File: config.mk
export PLATFORM = sky130hd
export DESIGN_NAME = hazard_ctrl
export DESIGN_NICKNAME = d
export VERILOG_FILES = /design/src/rtl/hazard_ctrl.sv
export SDC_FILE = /design/constraint.sdc
export NUM_CORES = 1
export LEC_CHECK = 0
export CAP_MARGIN = 20
export CORE_MARGIN = 4
export CORE_UTILIZATION = 45
export CTS_CLUSTER_SIZE = 20
export DETAILED_ROUTE_END_ITERATION = 8
export PLACE_DENSITY = 0.71
export RECOVER_POWER = 50
export REMOVE_ABC_BUFFERS = 1
export SLEW_MARGIN = 15
export SYNTH_ARGS = -nofsm -noshare
export SYNTH_HDL_FRONTEND = slang
export SYNTH_SLANG_ARGS = --single-unit
File: constraint.sdc
create_clock -name clk -period 4.2 [get_ports clk]
set_input_delay 0.42 -clock clk [delete_from_list [all_inputs] [get_ports clk]]
set_output_delay 0.42 -clock clk [all_outputs]
set_load 0.05 [all_outputs]
File: src/rtl/hazard_ctrl.sv
// Hazard and forwarding control for the 5-stage RV32I pipeline: shadow EX/MEM/WB
// tracking, forwarding selects, load-use stall, branch flush, memory-wait freeze.
module hazard_ctrl #(
    parameter int CNT_W  = 32,
    parameter int NREG_W = 5
) (
    input  logic              clk,
    input  logic              rst_,
    input  logic              id_valid,
    input  logic [NREG_W-1:0] id_rs1_addr,
    input  logic [NREG_W-1:0] id_rs2_addr,
    input  logic              id_uses_rs1,
    input  logic              id_uses_rs2,
    input  logic [NREG_W-1:0] id_rd_addr,
    input  logic              id_reg_write,
    input  logic              id_mem_read,
    input  logic              ex_flush,
    input  logic              mem_wait,
    output logic              pc_stall,
    output logic              if_id_stall,
    output logic              if_id_flush,
    output logic              id_ex_bubble,
    output logic [1:0]        fwd_a_sel,
    output logic [1:0]        fwd_b_sel,
    output logic [CNT_W-1:0]  stall_cnt,
    output logic [CNT_W-1:0]  flush_cnt
);

    logic              ex_valid, ex_reg_write, ex_mem_read, ex_uses_rs1, ex_uses_rs2;
    logic [NREG_W-1:0] ex_rd, ex_rs1, ex_rs2;
    logic              mem_valid, mem_reg_write, mem_mem_read;
    logic [NREG_W-1:0] mem_rd;
    logic              wb_valid, wb_reg_write;
    logic [NREG_W-1:0] wb_rd;

    logic lu_raw;
    logic do_flush;
    logic do_stall;
    logic ex_take_bubble;

    // A load in EX whose rd (never x0) is read by the ID instruction.
    assign lu_raw = id_valid && ex_valid && ex_mem_read && (ex_rd != '0) &&
                    ((id_uses_rs1 && (id_rs1_addr == ex_rd)) ||
                     (id_uses_rs2 && (id_rs2_addr == ex_rd)));

    assign do_flush       = ex_flush && !mem_wait;
    assign do_stall       = lu_raw && !ex_flush && !mem_wait;
    assign ex_take_bubble = ex_flush || lu_raw || !id_valid;

    always_comb begin
        pc_stall     = 1'b0;
        if_id_stall  = 1'b0;
        if_id_flush  = 1'b0;
        id_ex_bubble = 1'b0;
        if (mem_wait) begin
            pc_stall    = 1'b1;
            if_id_stall = 1'b1;
        end else if (ex_flush) begin
            if_id_flush  = 1'b1;
            id_ex_bubble = 1'b1;
        end else if (lu_raw) begin
            pc_stall     = 1'b1;
            if_id_stall  = 1'b1;
            id_ex_bubble = 1'b1;
        end
    end

    always_ff @(posedge clk) begin
        if (!rst_) begin
            ex_valid      <= 1'b0;
            ex_rd         <= '0;
            ex_rs1        <= '0;
            ex_rs2        <= '0;
            ex_uses_rs1   <= 1'b0;
            ex_uses_rs2   <= 1'b0;
            ex_reg_write  <= 1'b0;
            ex_mem_read   <= 1'b0;
            mem_valid     <= 1'b0;
            mem_rd        <= '0;
            mem_reg_write <= 1'b0;
            mem_mem_read  <= 1'b0;
            wb_valid      <= 1'b0;
            wb_rd         <= '0;
            wb_reg_write  <= 1'b0;
        end else if (!mem_wait) begin
            wb_valid      <= mem_valid;
            wb_rd         <= mem_rd;
            wb_reg_write  <= mem_reg_write;
            mem_valid     <= ex_valid;
            mem_rd        <= ex_rd;
            mem_reg_write <= ex_reg_write;
            mem_mem_read  <= ex_mem_read;
            if (ex_take_bubble) begin
                ex_valid     <= 1'b0;
                ex_rd        <= '0;
                ex_rs1       <= '0;
                ex_rs2       <= '0;
                ex_uses_rs1  <= 1'b0;
                ex_uses_rs2  <= 1'b0;
                ex_reg_write <= 1'b0;
                ex_mem_read  <= 1'b0;
            end else begin
                ex_valid     <= 1'b1;
                ex_rd        <= id_rd_addr;
                ex_rs1       <= id_rs1_addr;
                ex_rs2       <= id_rs2_addr;
                ex_uses_rs1  <= id_uses_rs1;
                ex_uses_rs2  <= id_uses_rs2;
                ex_reg_write <= id_reg_write;
                ex_mem_read  <= id_mem_read;
            end
        end
    end

    // Counters saturate at all-ones rather than wrapping.
    always_ff @(posedge clk) begin
        if (!rst_) begin
            stall_cnt <= '0;
            flush_cnt <= '0;
        end else begin
            if (do_stall && (stall_cnt != '1))
                stall_cnt <= stall_cnt + CNT_W'(1);
            if (do_flush && (flush_cnt != '1))
                flush_cnt <= flush_cnt + CNT_W'(1);
        end
    end

    // MEM wins over WB; a load in MEM is never a forward source.
    always_comb begin
        fwd_a_sel = 2'b00;
        if (ex_valid && ex_uses_rs1 && (ex_rs1 != '0)) begin
            if (mem_valid && mem_reg_write && (mem_rd == ex_rs1) && !mem_mem_read)
                fwd_a_sel = 2'b01;
            else if (wb_valid && wb_reg_write && (wb_rd == ex_rs1))
                fwd_a_sel = 2'b10;
        end
    end

    always_comb begin
        fwd_b_sel = 2'b00;
        if (ex_valid && ex_uses_rs2 && (ex_rs2 != '0)) begin
            if (mem_valid && mem_reg_write && (mem_rd == ex_rs2) && !mem_mem_read)
                fwd_b_sel = 2'b01;
            else if (wb_valid && wb_reg_write && (wb_rd == ex_rs2))
                fwd_b_sel = 2'b10;
        end
    end

    logic mem_load_hit;
    assign mem_load_hit = ex_valid && mem_valid && mem_mem_read &&
                          ((ex_uses_rs1 && (ex_rs1 != '0) && (mem_rd == ex_rs1)) ||
                           (ex_uses_rs2 && (ex_rs2 != '0) && (mem_rd == ex_rs2)));

    // The load-use stall must make a MEM-stage load dependency impossible.
    assert property (@(posedge clk) disable iff (!rst_) !mem_load_hit);

endmodule

==> results.md, run 1 <==
- The post-synthesis sequential area ratio is 41.3%.
- The net count reported at finish is 655.
- Along the worst path, the maximum fanout reaches 21.
- For this block, the routed nets add up to 12,100 µm of wire.
- Counting every sink on the clock net gives 99.
- From left edge to right edge, the die measures 111 µm.
- The remaining global-route overflow is 0.
- The cell taking the most area after synthesis is sky130_fd_sc_hd__dfxtp_1.
- The number of diodes is 0.
- Entering global routing, the biggest net connects 50 pins.
- The share of synthesized area in the top cell type comes to 41.3%.
- The detailed-route vias per instance is 5.58.
- For this run, the number of Yosys warnings is 0.
- After synthesis, the mean cell area works out to 8.76 µm².
- The detailed-router iteration count before antenna repair is 5.
- The total power after layout is 1700 µW.
- The weighted congestion reported at the end of routability-driven placement is 0.857.
- The per-cell routed wire length is 15.7 µm.
- After routing, the total negative slack on setup checks comes to 0 ns.
- The layout overhead on the synthesized area is 25.4%.
- Summing every instance area after synthesis gives 4800 µm².
- The first global-routing pass estimated 20,100 µm of wire.
- The layout cell share with drive strength beyond 1 is 4.42%.
- The most used flip-flop cell after synthesis is sky130_fd_sc_hd__dfxtp_1.
- The clock input transition at the sequential cells of the worst setup and hold paths is 0.09 ns.
- The critical path launch point type is an input port.
- The number of antenna violations at the first check in global routing is 0.
- The via count of the first global-routing pass is 4,151.
- The starting utilization of the core area is 46.3%.
- The setup path with the least slack is of type input port to output pin.
- The max-cap violation count is 0.
- The count of mapped cells out of synthesis is 548.
- The clock tree synthesis step divided the H-tree into 3 levels.
- Input and output buffers added on the ports amount to 95.
- Counting along the longest clock path gives a buffer depth of 2.
- After filler insertion, the fill cell instance count of the layout stands at 951.
- In the final layout, the multi-input gates occupy 2640 µm².
- The maximum vdd ir drop is 0.183 mV.
- In this run, synthesis inferred 0 flip-flops with an integrated enable.
- TritonCTS created 9 clock buffers.
- Counting flops and latches in the post-synthesis netlist gives 99.
- The wire-length estimate of the detail-placed layout is 8700 µm.
- Among all cell types in the netlist, the one instantiated most often is sky130_fd_sc_hd__dfxtp_1.
- The final critical-path share of the clock period is 83.9%.
- The clock tree from TritonCTS is yes.
- The floorplan step defined a core boundary enclosing 10,400 µm².
- The sequential cell area is 1980 µm².
- The vias after detailed routing is 4,299.
- Sorting the synthesized cells by how often they occur yields 99 x sky130_fd_sc_hd__dfxtp_1, 54 x sky130_fd_sc_hd__nor2_1, 39 x sky130_fd_sc_hd__nand2_1.
- The final hold violation count is 0.
- The first routing iteration left 302 violations.
- The number of post-CTS setup repair buffers is 0.
- The final period demand of the worst path is 3.52 ns.
- The number of different library cells in the post-synthesis netlist is 45.
- Across every metal layer, demand over resource in global routing totals 19.1%.
- Once the clock tree was built, the resizer swapped 0 gates to a different size.
- Data arrives at the worst endpoint at 3.10 ns.
- The number of rows in the core area is 37.
- The count of final setup violators is 0.
- In this run the clock root is driven by a sky130_fd_sc_hd__clkbuf_8.
- The antenna violation net count after detailed routing is 0.
- For this design, the CTS-stage hold fixing added 0 buffers.
- For this run, design rule violations remaining after detail routing come to 0.
- The worst pin sits at a relative slew slack of 14.9%.
- For the worst setup path, the data required time is 3.78 ns.
- In the post-synthesis netlist, the biggest area contributors are sky130_fd_sc_hd__dfxtp_1 41%, sky130_fd_sc_hd__xnor2_1 5.8%, sky130_fd_sc_hd__xor2_1 5.1%.
- In this run the power density over the cells is 283 nW/µm².
- Setup repair after global routing left no endpoint under its margin.
- The source-to-sink clock delay at the later pin of the worst-skew pair is 0.36 ns.
- The worst hold-check path type is flop to flop.
- In this run the vertical extent of the chip is 111 µm.
- The number of max-slew violations in the final report came to 0.
- The reported leakage power is 0.00224 µW.
- The fraction of registers with async set/reset is 0%.
- The area of the die is 12,400 µm².
- Static timing analysis puts the maximum clock frequency at 284 MHz.
- The kind of end point of the critical path is an output pin.
- The measured slew at the worst slew-check pin is 1.28 ns.
- The flow ran to the end, and the final reports show no timing, DRC or antenna violations.
- The final clock skew is 0.00932 ns.
- For this design the top-level I/O count stands at 96.
where the power goes:
part	leakage, µW	switching (µW)	internal [µW]
clock network	0.000102	319	325
registers	0.000799	10.6	945
logic	0.00134	56.4	46.4
stage by stage:
stage / area (µm²) / hold WS (ns) / utilization, % / cells / setup slack, ns
global placement: 5820 / 0.464 / 56.1 / 754 / 1.07
global route: 6020 / 0.522 / 58.1 / 770 / 0.551
detailed placement: 5820 / 0.468 / 56.1 / 754 / 1.02
floorplan: 4670 / 0.442 / - / 520 / 1.32
CTS: 6030 / 0.492 / 58.2 / 770 / 0.986
finish: 6020 / 0.494 / 58.1 / 770 / 0.675
layer usage:
metal | vias up | global-route usage [%] | wire, µm
met5 | - | 0 | 0
met4 | 0 | 5.60 | 144
met1 | 2043 | 26.2 | 5660
met2 | 113 | 31.7 | 5730
met3 | 15 | 2.57 | 553
li1 | 2128 | - | -
placed cells by master, fill, tap and decap left out, drive strengths merged, types with 2 or more instances in the layout:
cell type,synthesis,routed
dlygate4sd3,0,66
nand4b,2,2
o31ai,12,12
mux2i,24,24
nor3,21,21
ha,2,2
nor2,55,55
nor4,14,14
xnor2,32,32
or3,12,12
clkbuf,15,15
nand2b,9,9
and2,7,7
nand4,27,27
o21ai,12,12
nand2,39,39
clkinvlp,0,2
clkdlybuf4s50,0,29
and3,5,5
or4,16,16
nand3,30,30
a22o,19,19
xor2,28,28
o211ai,2,2
a21oi,25,25
dfxtp,99,99
inv,13,12
and4,5,5
worst max-delay path, cell delays in order:
cell and delay, ns:
sky130_fd_sc_hd__dlygate4sd3_1 0.59, sky130_fd_sc_hd__clkbuf_1 0.96, sky130_fd_sc_hd__o21bai_1 0.29, sky130_fd_sc_hd__clkdlybuf4s50_1 0.85
kinds of logic (layout without fill, tap and decap cells):
| family | after synthesis | after routing | synth area share (%) |
|---|---|---|---|
| DFF | 99 | 99 | 41.3 |
| and+or+nand+nor | 247 | 247 | 28.0 |
| buffers and inverters | 41 | 127 | 3.70 |
| adders and majority gates | 2 | 2 | 0.521 |
| xor gates and xnor gates | 60 | 60 | 10.9 |
| muxes | 24 | 24 | 5.00 |
| AOI/OAI and AO/OA | 75 | 75 | 10.6 |
area by class of cell:
class / instances / share of cell area (%)
clock buffer: 13 / 2.80
clock inverter: 3 / 0.748
inverter: 13 / 0.810
tap: 136 / 2.83
timing repair buffer: 98 / 16.0
sequential: 99 / 32.9
multi-input combinational: 408 / 43.9
worst paths after layout:
check	slack [ns]	from	cells after the start	endpoint
max	0.68	mem_wait	4	if_id_stall
min	0.49	ex_reg_write	1	ex_reg_write
max reg2reg	1.18	stall_cnt[0]	7	stall_cnt[9]
min reg2reg	0.49	ex_reg_write	1	ex_reg_write
registers in the layout (all words and copies together), names as in the netlist:
signal	cells
flush_cnt	32
stall_cnt	32
ex_rd	5
ex_rs1	5
ex_rs2	5
mem_rd	5
wb_rd	5
ex_mem_read	1
ex_reg_write	1
ex_uses_rs1	1
ex_uses_rs2	1
ex_valid	1
mem_mem_read	1
mem_reg_write	1
mem_valid	1
wb_reg_write	1
wb_valid	1
No activity file was read; power rests on OpenSTA's default activity.
==> run 2, diff against run 1 <==
Clock period 4.2 ns to 3.59 ns, I/O delays scaled along.
==> run 2 against run 1 <==
Critical path depth grew 2. Critical endpoint unchanged. Sequential share of layout area is essentially flat. First-iteration DRC count shrank 35%. Count of clock-buffer cells in the layout shrank 1. Utilization is essentially flat. Highest routed layer unchanged. Largest cell class unchanged. Non-clock buffer count grew 4.
==> results.md, run 2 (synthesis gave the netlist of run 1 again) <==
- The flow ran to the end, and the final reports show no timing, DRC or antenna violations.
- The global routing met2 resource utilization is 31.1%.
- The cell type group with the largest total delay on the critical path is buffers and inverters.
- The worst path uses 84.8% of the clock period.
- The final clock skew is 0.0147 ns.
- The global routing usage on met1 is 27.2%.
- The sequential power share is 58.5%.
- The layout cell share with drive strength beyond 1 is 5.02%.
- Across every metal layer, demand over resource in global routing totals 19.5%.
- The accumulated negative setup slack is 0 ns.
- The cell area power density is 318 nW/µm².
- Once routing completed, OpenROAD measured the worst setup slack at 0.545 ns.
- Based on the critical path, the design can be clocked at up to 328 MHz.
- The repair_antennas step left the layout with diodes totalling 0.
- The weighted congestion reported at the end of routability-driven placement is 0.867.
- The critical path is of the flop to output pin type.
- Along the worst path, the maximum fanout reaches 5.
- Counting every sink on the clock net gives 99.
- The highest cell delay on the worst timing path is 0.85 ns.
- The CTS buffer count is 9.
- The number of buffers between clock root and the deepest sink is 2.
- After detailed routing, the average wire length per cell comes to 15.6 µm.
- In this run the worst hold path is classified as flop to flop.
- The global routing stage identified its most utilized layer as met2.
- The number of ports placed on the die boundary is 96.
- At the placement stage, the worst setup path has a slack of 0.556 ns.
- The combined buffer and inverter count along the critical path is 1.
- The source-to-sink clock delay at the later pin of the worst-skew pair is 0.37 ns.
- Compared with the post-synthesis result, the final layout area differs by 25.4%.
- At the worst endpoint, the required time is 3.23 ns.
- The most common cell after layout, fill and taps aside is sky130_fd_sc_hd__dfxtp_1.
- The measured slew at the worst slew-check pin is 1.26 ns.
- The critical path launch point type is a flop.
- The number of max-slew violations in the final report is 0.
- The clock input transition at the sequential cells of the worst setup and hold paths is 0.10 ns.
- The largest net degree at the start of global routing is 46.
- The first global-routing pass estimated 20,300 µm of wire.
- Measured along the x axis, the die boundary spans 111 µm.
- The analysis attributes to cell leakage a power of 0.00225 µW.
- The clock root buffer is sky130_fd_sc_hd__clkbuf_8.
- The die covers 12,400 µm².
- The total power after layout is 1910 µW.
- Setup violations remaining at the end of the flow were counted as 0.
- The total overflow left after global routing is 0.
- Max-cap violations in this run came to 0.
- The starting utilization of the core area is 46.3%.
- In this run the tightest slew margin relative to its limit is 16.3%.
- The number of rows in the core area is 37.
- The largest registers in the layout are flush_cnt x32, stall_cnt x32.
- The slowest stage of the critical path is the sky130_fd_sc_hd__clkdlybuf4s50_1 cell.
- The switching component of the power is 462 µW.
- The number of antenna violations at the first check in global routing is 0.
- The number of input and output port buffers inserted is 95.
- In this run, the number of DRC markers left after iteration 0 of detailed routing was 195.
- The floorplan step set the die height to 111 µm.
- The core region is 10,400 µm².
- The signal on the critical path passes through xnor2_1 > nand4_1 > o22ai_2 > nand2_1 > o21bai_1 > clkdlybuf4s50_1.
- The cell-internal power is 1450 µW.
- The via count of the first global-routing pass is 4,036.
- The first TritonRoute pass finished after 6 iterations.
- The half-perimeter wire length after detailed placement is 8650 µm.
- The number of post-CTS setup repair buffers is 0.
- The antenna violation net count after detailed routing is 0.
- The remaining design rule violation count is 0.
- The detailed router placed 4,321 vias in this run.
- The library cells used most frequently in the layout, excluding fill and tap cells, are 99 x sky130_fd_sc_hd__dfxtp_1, 66 x sky130_fd_sc_hd__dlygate4sd3_1, 54 x sky130_fd_sc_hd__nor2_1, 39 x sky130_fd_sc_hd__nand2_1, 32 x sky130_fd_sc_hd__xnor2_1.
- The kind of end point of the critical path is an output pin.
- The routed wire length is 12,100 µm.
- The final period demand of the worst path is 3.04 ns.
- Net switching is 24.2% of the power.
- The net count of the finished layout is 659.
- The met3 usage is 3.28%.
- STA puts the critical path data arrival time at 2.69 ns.
- The clock tree from TritonCTS is yes.
- Setup repair after global routing left no endpoint under its margin.
- The worst-case IR drop observed on VDD is 0.217 mV.
- The share of total power dissipated in the clock network is 35.2%.
- The CTS H-tree depth is 3.
- The final hold violation count is 0.
- The number of gates resized after CTS was 0.
- The share of total power dissipated in combinational logic is 6.3%.
- The number of hold buffers added after CTS was 0.
- After detailed routing, the number of vias per cell comes to 5.59.
-- run 2: changes by cell type in the layout (fill, tap and decap cells not counted), sizes merged --
cell and delta:
buf +5, bufinv -1, clkbuf -2, clkinv +1
clkinvlp -2, inv +2
-- run 2: power groups by stage --
stage | clock, µW | sequential, µW | combinational, µW
after detailed placement | 0 | 1140 | 122
after global routing | 737 | 1120 | 131
final | 674 | 1120 | 120
after CTS | 695 | 1120 | 123
after floorplan | 0 | 1140 | 55.9
after global placement | 0 | 1140 | 121
-- run 2: metal layers --
metal	share of wire (%)	vias to the layer above
met5	0	-
met4	0.95	0
met3	4.6	11
met2	47	111
met1	47	2056
li1	-	2143
-- run 2: worst register-to-register path, stage by stage, from the launching register on --
cell and delay (ns):
sky130_fd_sc_hd__dfxtp_1 0.49, sky130_fd_sc_hd__xnor2_1 0.19, sky130_fd_sc_hd__nand4_1 0.13, sky130_fd_sc_hd__o22ai_2 0.24
sky130_fd_sc_hd__nand3_2 0.61, sky130_fd_sc_hd__or4_1 0.73, sky130_fd_sc_hd__a21oi_1 0.16
-- run 2: metrics by stage --
stage	instance area [µm²]	hold slack (ns)	cells	util, %
final	6020	0.489	773	58.1
after CTS	6020	0.486	773	58.1
after floorplan	4670	0.442	520	-
after detailed placement	5850	0.464	758	56.4
after global placement	5850	0.463	758	56.4
after global routing	6020	0.510	773	58.1
-- run 2: final timing paths --
check	endpoint	cells after the start	start	slack, ns
worst max-delay path	if_id_stall	6	ex_rd[4]	0.55
worst min-delay path	ex_reg_write	1	ex_reg_write	0.49
worst max register to register	stall_cnt[12]	6	ex_rd[4]	0.99
worst min register to register	ex_reg_write	1	ex_reg_write	0.49
-- run 2: cell type report --
cell class / count / area [µm²]
Inverter: 13 / 48.8
Fill cell: 940 / 4350
Timing Repair Buffer: 102 / 1000
Sequential cell: 99 / 1980
Tap cell: 136 / 170
Clock inverter: 3 / 22.5
Multi-Input combinational cell: 408 / 2640
Clock buffer: 12 / 155
==> run 3, diff against run 2 <==
Settings changed: PLACE_DENSITY 0.71 to 0.74.
Clock period 3.59 ns to 2.8 ns, I/O delays scaled along.
==> run 3 against run 2 <==
Combinational power is 37% higher. Clock skew down 0.0030 ns. Utilization grew 1.2 points. Critical path depth down 2. Clock power up 48%. Total power grew 36%. Critical endpoint is now fwd_a_sel[0].
==> results.md, run 3 (synthesis gave the netlist of run 1 again) <==
- The flow ran to the end, and the final reports show no timing, DRC or antenna violations.
- The clock sink count is 99.
- The final critical-path share of the clock period is 92.8%.
- The CTS H-tree depth is 3.
- STA classifies the critical path startpoint as a flop.
- Measured along the x axis, the die boundary spans 111 µm.
- The net count reported at finish is 662.
- The clock root buffer is sky130_fd_sc_hd__clkbuf_8.
- The floorplan has 37 rows.
- The placed instances occupy a cell area of 5930 µm².
- The maximum vdd ir drop is 0.250 mV.
- For this design the ratio of total power to cell area is 422 nW/µm².
- For the worst-skew pair, the clock arrives at the later sink with an insertion delay of 0.37 ns.
- Summed over all cells, the static leakage comes to 0.00234 µW.
- The die covers 12,400 µm².
- From bottom edge to top edge, the die measures 111 µm.
- The core footprint is 10,400 µm².
- Of all nets on the critical path, the largest fanout is 4.
- Once detail routing completed, the nets flagged for antenna violations numbered 0.
- STA puts the critical path data required time at 2.52 ns.
- The area growth from synthesis to layout is 28.0%.
- Routability-driven placement finished with a final weighted congestion of 0.892.
- The remaining design rule violation count is 0.
- For this run, the top clock speed supported by timing is 385 MHz.
- The number of buffers between clock root and the deepest sink is 2.
- The via count of the first global-routing pass is 4,111.
- The most common cell after layout, fill and taps aside is sky130_fd_sc_hd__dfxtp_1.
- The critical path is of the flop to output pin type.
- The arrival time reported for the critical path endpoint is 2.32 ns.
- The smallest clock period supported by the final layout is computed as 2.60 ns.
- The worst hold-check path type is flop to flop.
- The number of max-slew violations in the final report is 0.
- The worst relative slew slack is 56.1%.
- The finished cells cover 6140 µm².
- The max-cap violation count is 0.
- In the final layout, the share of cells above drive strength 1 is 6.24%.
- The pre-antenna-repair detailed-routing pass consisted of 5 iterations.
- For this configuration, the core starts out at a cell density of 46.3%.
- The clock input transition at the sequential cells of the worst setup and hold paths is 0.10 ns.
- In the final routed layout, each cell accounts on average for 15.4 µm.
- The accumulated negative setup slack is 0 ns.
- The half-perimeter wire length after detailed placement is 8850 µm.
- The count of final setup violators is 0.
- The total global-route track usage is 19.0%.
- The largest net degree at the start of global routing is 50.
- STA classifies the critical path endpoint as an output pin.
- The number of ports placed on the die boundary is 96.
- In the final layout, the registers with the most flip-flops are flush_cnt x32, stall_cnt x32.
- The final clock skew is 0.0117 ns.
- In the routed layout, each cell is associated on average with a via count of 5.60.
- The number of antenna violations at the first check in global routing is 0.
- The first global-routing pass estimated 19,800 µm of wire.
- The routed wire length is 12,000 µm.
- The number of diodes is 0.
- The remaining global-route overflow is 0.
- The final hold violation count is 0.
- Setup repair after global routing left no endpoint under its margin.
- Counting the buffers created by CTS gives 9.
- At the pin with the least slew margin, the transition time is 0.658 ns.
- For this block, the via count after detailed routing is 4,348.
- In the layout the commonest cells are 99 x sky130_fd_sc_hd__dfxtp_1, 65 x sky130_fd_sc_hd__dlygate4sd3_1, 54 x sky130_fd_sc_hd__nor2_1, 39 x sky130_fd_sc_hd__nand2_1, 32 x sky130_fd_sc_hd__xnor2_1.
- The number of input and output port buffers inserted is 95.
- TritonCTS built the clock tree.
- The starting DRC count in detailed routing is 214.
run 3: changes by cell type in the layout (fill, tap and decap cells not counted), moves of 2 or more:
cell / before / now
sky130_fd_sc_hd__buf_12: 0 / 6
sky130_fd_sc_hd__clkdlybuf4s50_1: 29 / 23
sky130_fd_sc_hd__clkinvlp_4: 0 / 4
sky130_fd_sc_hd__buf_4: 6 / 8
sky130_fd_sc_hd__bufinv_16: 0 / 2
sky130_fd_sc_hd__clkbuf_8: 11 / 9
sky130_fd_sc_hd__dlymetal6s2s_1: 0 / 2
run 3: metal layers:
layer / up-vias / global-route usage [%] / part of all wire, %
met1: 2066 / 24.5 / 45
met3: 16 / 4.20 / 4.9
met4: 0 / 5.76 / 1.6
met5: - / 0 / 0
met2: 117 / 31.9 / 48
li1: 2149 / - / -
run 3: where the power goes:
part           switching, µW  internal, µW  total [µW]
clock                    494           503         998
sequential              15.8          1420        1430
combinational           85.2          78.5         164
total                    596          2000        2600
run 3: repair_timing:
item / in CTS / in global routing
buffers inserted: 0 / 0
resized for setup: 0 / 2
endpoints found under the setup margin: 0 / 2
endpoints found under the hold margin: 0 / 0
hold buffers: 0 / 0
run 3: per-stage QoR:
stage,hold slack (ns),setup slack (ns),util (%),total power (µW),cells
6_report,0.481,0.202,59.3,2600,777
5_1_grt,0.493,0.0513,59.3,2690,777
4_1_cts,0.486,0.0165,59.3,2620,777
3_5_place_dp,0.458,0.418,57.2,1630,761
3_3_place_gp,0.465,0.458,57.2,1630,761
2_1_floorplan,0.402,0.0626,-,1540,520
run 3: layout make-up:
| cell class | instances | area [µm²] |
|---|---|---|
| multi-input cells | 408 | 2640 |
| clock buffers | 10 | 128 |
| clock inverters | 6 | 90.1 |
| repair buffers | 105 | 1090 |
| flip-flops and latches | 99 | 1980 |
| well taps | 136 | 170 |
| inverters | 13 | 48.8 |
| fillers | 925 | 4230 |
run 3: final timing paths:
path / from / cells past startpoint / slack [ns] / endpoint
setup / recovery: ex_rs1[0] / 4 / 0.20 / fwd_a_sel[0]
hold / removal: ex_reg_write / 1 / 0.48 / ex_reg_write
setup reg to reg: flush_cnt[12] / 6 / 0.56 / flush_cnt[0]
hold reg to reg: ex_reg_write / 1 / 0.48 / ex_reg_write
run 3: critical path, cell delays in order (launching register included):
cell and delay [ns]:
sky130_fd_sc_hd__dfxtp_1 0.38, sky130_fd_sc_hd__or4_1 0.53, sky130_fd_sc_hd__o211ai_1 0.23, sky130_fd_sc_hd__nor2_1 0.11, sky130_fd_sc_hd__clkdlybuf4s50_1 0.71
